**config.mk**
```make
export PLATFORM = sky130hd
export DESIGN_NAME = frame_request_arbiter
export DESIGN_NICKNAME = d
export VERILOG_FILES = /design/src/rtl/frame_request_arbiter.sv
export SDC_FILE = /design/constraint.sdc
export NUM_CORES = 1
export LEC_CHECK = 0
export ABC_AREA = 1
export CAP_MARGIN = 25
export CORE_ASPECT_RATIO = 1.5
export CORE_MARGIN = 3
export CORE_UTILIZATION = 60
export DETAILED_ROUTE_END_ITERATION = 12
export PLACE_DENSITY = 0.81
export SYNTH_ARGS = -nofsm -noshare
export SYNTH_HDL_FRONTEND = slang
export SYNTH_SLANG_ARGS = --single-unit
```
**constraint.sdc**
```tcl
create_clock -name clk -period 3.14 [get_ports clk]
set_input_delay 0.314 -clock clk [delete_from_list [all_inputs] [get_ports clk]]
set_output_delay 0.314 -clock clk [all_outputs]
set_load 0.005 [all_outputs]
```
**src/rtl/frame_request_arbiter.sv**
```systemverilog
`default_nettype none
// ============================================================================
// frame_request_arbiter : round-robin arbiter for per-console next-frame fetches
// Optional macro FRAME_ARB_LOCKSTEP_EN : fetch only when all consoles request.
// Revision: 1.0
// ============================================================================
module frame_request_arbiter #(
   parameter int NUM_CONSOLES   = 1,
   parameter int IDX_W          = 6,
   parameter int TIMEOUT_CYCLES = 50000000
) (
   input  logic                    clk,
   input  logic                    reset,
   input  logic [NUM_CONSOLES-1:0] request_frame,
   output logic                    fetch_req,
   output logic [IDX_W-1:0]        fetch_idx,
   input  logic                    fetch_ack,
   input  logic                    frame_wr_en,
   output logic [NUM_CONSOLES-1:0] console_wr_en,
   output logic                    busy,
   output logic                    timeout
);

   localparam int TMR_W = (TIMEOUT_CYCLES > 1) ? $clog2(TIMEOUT_CYCLES) : 1;
   localparam logic [TMR_W-1:0] TMR_LAST = TMR_W'(TIMEOUT_CYCLES - 1);

   typedef enum logic [1:0] {
      S_IDLE = 2'd0,
      S_REQ  = 2'd1,
      S_WAIT = 2'd2
   } state_t;

   state_t                  state;
   logic [NUM_CONSOLES-1:0] req_q;
   logic [NUM_CONSOLES-1:0] pending;
   logic [TMR_W-1:0]        timer;

   logic [NUM_CONSOLES-1:0] rise;
   logic [NUM_CONSOLES-1:0] pend_clr;
   logic [NUM_CONSOLES-1:0] pend_set;
   logic [IDX_W-1:0]        grant_idx;
   logic                    issue;
   logic                    done;
   logic                    expire;
   logic                    fwd;

   assign rise   = request_frame & ~req_q;
   assign done   = (state == S_WAIT) && frame_wr_en;
   // A completing write in the expiry cycle beats the timeout
   assign expire = (state != S_IDLE) && (timer == TMR_LAST) && !done;
   assign fwd    = frame_wr_en && ((state == S_WAIT) || ((state == S_REQ) && fetch_ack));

`ifdef FRAME_ARB_LOCKSTEP_EN
   assign issue         = &pending;
   assign grant_idx     = '0;
   assign pend_clr      = done   ? '1 : '0;
   assign pend_set      = expire ? '1 : '0;
   assign console_wr_en = fwd    ? '1 : '0;
`else
   localparam logic [IDX_W-1:0] IDX_LAST = IDX_W'(NUM_CONSOLES - 1);

   logic [IDX_W-1:0]        ptr;
   logic [IDX_W-1:0]        ptr_next;
   logic [NUM_CONSOLES-1:0] rot;
   logic [NUM_CONSOLES-1:0] grant_hot;
   logic [NUM_CONSOLES-1:0] cur_hot;
   logic                    rr_hit;

   // Rotate so bit 0 is the console at the pointer; first set bit wins
   assign rot = (pending >> ptr) | (pending << (NUM_CONSOLES - int'(ptr)));

   always_comb begin
      rr_hit    = 1'b0;
      grant_idx = '0;
      for (int off = 0; off < NUM_CONSOLES; off++) begin
         if (!rr_hit && rot[off]) begin
            rr_hit = 1'b1;
            if (int'(ptr) + off >= NUM_CONSOLES)
               grant_idx = ptr + IDX_W'(off) - IDX_W'(NUM_CONSOLES);
            else
               grant_idx = ptr + IDX_W'(off);
         end
      end
   end

   always_comb begin
      grant_hot = '0;
      cur_hot   = '0;
      for (int i = 0; i < NUM_CONSOLES; i++) begin
         grant_hot[i] = (grant_idx == IDX_W'(i));
         cur_hot[i]   = (fetch_idx == IDX_W'(i));
      end
   end

   assign issue         = rr_hit;
   assign ptr_next      = (fetch_idx == IDX_LAST) ? '0 : fetch_idx + IDX_W'(1);
   assign pend_clr      = ((state == S_IDLE) && issue) ? grant_hot : '0;
   assign pend_set      = expire ? cur_hot : '0;
   assign console_wr_en = fwd ? cur_hot : '0;

   always_ff @(posedge clk) begin
      if (reset)
         ptr <= '0;
      else if (done || expire)
         ptr <= ptr_next;
   end
`endif

   always_ff @(posedge clk) begin
      if (reset) begin
         state     <= S_IDLE;
         req_q     <= request_frame;
         pending   <= '0;
         timer     <= '0;
         fetch_req <= 1'b0;
         fetch_idx <= '0;
         busy      <= 1'b0;
         timeout   <= 1'b0;
      end else begin
         req_q   <= request_frame;
         timeout <= 1'b0;
         // New edges and retries take precedence over the grant clear
         pending <= (pending & ~pend_clr) | rise | pend_set;
         case (state)
            S_IDLE: begin
               if (issue) begin
                  fetch_idx <= grant_idx;
                  fetch_req <= 1'b1;
                  busy      <= 1'b1;
                  state     <= S_REQ;
               end
            end
            S_REQ: begin
               if (expire) begin
                  fetch_req <= 1'b0;
                  busy      <= 1'b0;
                  timeout   <= 1'b1;
                  timer     <= '0;
                  state     <= S_IDLE;
               end else begin
                  timer <= timer + TMR_W'(1);
                  if (fetch_ack) begin
                     fetch_req <= 1'b0;
                     state     <= S_WAIT;
                  end
               end
            end
            S_WAIT: begin
               if (done || expire) begin
                  busy    <= 1'b0;
                  timeout <= expire;
                  timer   <= '0;
                  state   <= S_IDLE;
               end else begin
                  timer <= timer + TMR_W'(1);
               end
            end
            default: state <= S_IDLE;
         endcase
      end
   end

endmodule
`default_nettype wire
```
==> run summary <==
GRT overflow: 0
PortBufs: 14
Pwr Density: 632 mW/mm²
Post-synth top flop: dfxtp_1
DRT iter0 DRCs: 62
R2r startpoint: state[0]$_SDFFE_PP0P_
Skew final: 0.00996 ns
Clock share of power: 24.8%
CTS resizes: 0
WL met2: 2930 µm
Slew HR: 55.0%
Critical path's largest stage delay: 0.53 ns
Core box area: 0.00399 mm²
Worst Path Arrival: 2.43 ns
Wire length on met1: 2140 µm
CP Cell Sequence: inv_1 > ha_1 > nor2_1 > nand3_1 > nor2_1 > nand2_2 > nand2_4 > inv_2 > o21ai_4 > nor2_1
GP Congestion: 0.921
First-pass GRT wire length: 9670 µm
Hpwl dp: 4270 µm
Hold Path Cell Cnt: 2
Yosys warns: 0
DR pass1 iterations: 4
Max IR drop VDD: 0.000402 V
CP Launch Type: flip-flop
Root Driver: clkbuf_8
Routed vias: 2,323
Synth async-reset ratio: 0%
Final worst setup slack: 0.869 ns
Final slew viol count: 0
Die height: 85.1 µm
Crit-path slowest cell: o21ai_4
Commonest cells post-synth: 80 x nand2_1, 68 x nor2_1, 47 x inv_1
Crit path depth: 10
Static leakage: 0.00109 µW
Post-synthesis sequential area ratio: 36.0%
WL final: 5530 µm
Critical Path Most Common Cell: nor2_1
Area grow syn2layout: 10.7%
Post-route ant nets: 0
Hold slack: 0.473 ns
Wire per inst: 12.8 µm
CTS H-Tree Depth: 2
Clock transition at the registers of the reported paths: 0.09 ns
Nets@finish: 400
Post-Syn Instances: 370
Fin crit share: 72.3%
Seq pwr share: 39.2%
Clock Path Buffers: 2
Critical-path maximum fanout: 26
Mapped Nets: 385
Design area: 0.00277 mm²
Total CTS buffers: 5
Number of vias per cell: 5.39
Top sig layer: met4
Hold Crit Class: reg2reg
Pin count of the biggest net entering global routing: 27
Post-Synthesis Cell Area: 0.00250 mm²
FMAX: 440 MHz
Dpl cells: 423
Initial antenna violation count: 0
FILL cells: 346
Tightest Pin Transition: 0.673 ns
Post-CTS Setup Inserts: 0
Worst skew pair latency: 0.30 ns
Cell Rows: 28
CP Class: reg2reg
ANT cells: 0
Status: finished clean
Final setup vio count: 0
Post-synth cell types: 29
Hold Vio Cnt, Final: 0
Register-to-register setup slack: 0.87 ns
Internal power: 1090 µW
Share of the synthesized area in the top cell type: 36.0%
Sink of the worst hold path: fetch_req$_SDFFE_PP0P_
Largest cells by area after synthesis: dfxtp_1 36%, nand2_1 12%, nor2_1 10%
Most frequent cell after synthesis: nand2_1
Min Tclk post-route: 2.27 ns
DR WL met3: 178 µm
Number of remaining DRC errors: 0
GRT Total Usage: 24.7%
# hold bufs at CTS: 0
Switching share of power: 37.9%
Buffers and inverters on the worst path: 2
EDFF count, synth: 0
Syn Area/Cell: 6.77 µm²
Hold_sp: fetch_req$_SDFFE_PP0P_
Vias in the first global route: 2,283
Crit path max-delay family: simple AND/OR/NAND/NOR gates
Switching power: 664 µW
Setup crit end kind: flip-flop
Combinational fraction of design power: 36.0%
Die area: 0.00500 mm²
Req. time, crit path: 3.30 ns
Finished Layout Cells: 431
RSZ-0062 raised after global routing: no
Place WS: 0.910 ns
CTS tree: done
Synth area leader: dfxtp_1
Num ports: 15
Setup TNS: 0 ns
Reg2reg end: timer[15]$_SDFFE_PP0N_
Clock sink count: 45
Max-Cap Viols: 0
Layout cells sized above 1: 3.63%
Chip width: 58.7 µm
DP Area: 0.00266 mm²
Yosys reg bits: 45
Reg2reg path depth: 10
Initial Utilization: 62.7%
[logic make-up (layout without fill, tap and decap cells)]
| family | count (synthesis) | in the layout | share of synthesized area (%) |
|---|---|---|---|
| AND/OR/NAND/NOR | 207 | 207 | 35.5 |
| buffers and inverters | 54 | 70 | 8.75 |
| flip-flops | 45 | 45 | 36.0 |
| AO/OA/AOI/OAI | 33 | 33 | 7.40 |
| XOR/XNOR | 21 | 21 | 7.35 |
| adder cells (fa/ha/maj) | 10 | 10 | 5.00 |
[area by class of cell]
| cell class | count | area, µm² | share of cell area [%] |
|---|---|---|---|
| multi-input cells | 271 | 1380 | 49.9 |
| flip-flops and latches | 45 | 901 | 32.5 |
| inverters | 48 | 180 | 6.50 |
| repair buffers | 14 | 140 | 5.05 |
| clock buffers | 6 | 72.6 | 2.62 |
| well taps | 45 | 56.3 | 2.03 |
| clock inverters | 2 | 38.8 | 1.40 |
[power by group through the flow]
stage	logic (µW)	registers [µW]	clock network (µW)
after global routing	719	694	466
final	632	687	434
after detailed placement	626	699	0
after CTS	631	686	443
after floorplan	461	684	0
after global placement	614	696	0
[stage by stage]
stage | util, % | total power, µW
after global placement | 66.6 | 1310
after global routing | 69.4 | 1880
after detailed placement | 66.6 | 1320
after floorplan | - | 1140
after CTS | 69.4 | 1760
final | 69.4 | 1750
[layer usage]
layer / track usage, % / up-vias
li1: - / 1202
met1: 25.7 / 1037
met2: 44.5 / 58
met3: 4.26 / 26
met4: 14.2 / 0
met5: 0 / -
[layout by cell type, fill, tap and decap left out, drive strengths merged]
master          n
a211oi          1
a21oi          18
a31oi           1
a41oi           1
bufinv          1
clkbuf          6
clkdlybuf4s50  14
clkinv          1
dfxtp          45
ha             10
inv            48
nand2          82
nand3          22
nand3b          3
nand4           7
nor2           69
nor3           19
nor3b           2
nor4            2
o21ai          11
o22ai           1
or2             1
xnor2           5
xor2           16
[worst min-delay path, delay by kind of cell, from the launching register on]
kind	cells	cell delay (ns)
flops	1	0.32
simple gates	1	0.06
compound gates	1	0.05
[how the worst max path moves through the flow]
stage / start / endpoint / slack [ns]
floorplan: ptr[1]$_SDFFE_PP0N_ / fetch_req$_SDFFE_PP0P_ / 1.34
global placement: state[0]$_SDFFE_PP0P_ / timer[17]$_SDFFE_PP0N_ / 0.96
detailed placement: state[0]$_SDFFE_PP0P_ / timer[13]$_SDFFE_PP0N_ / 0.91
CTS: state[0]$_SDFFE_PP0P_ / timer[18]$_SDFFE_PP0N_ / 0.88
global route: state[0]$_SDFFE_PP0P_ / timer[18]$_SDFFE_PP0N_ / 0.62
finish: state[0]$_SDFFE_PP0P_ / timer[15]$_SDFFE_PP0N_ / 0.87
[registers in the layout, summed over array words and instances (netlist names)]
name / cells
timeout: 1
busy: 1
state: 2
pending: 1
timer: 26
fetch_idx: 6
ptr: 6
fetch_req: 1
req_q: 1
No activity file was read; power rests on OpenSTA's default activity.
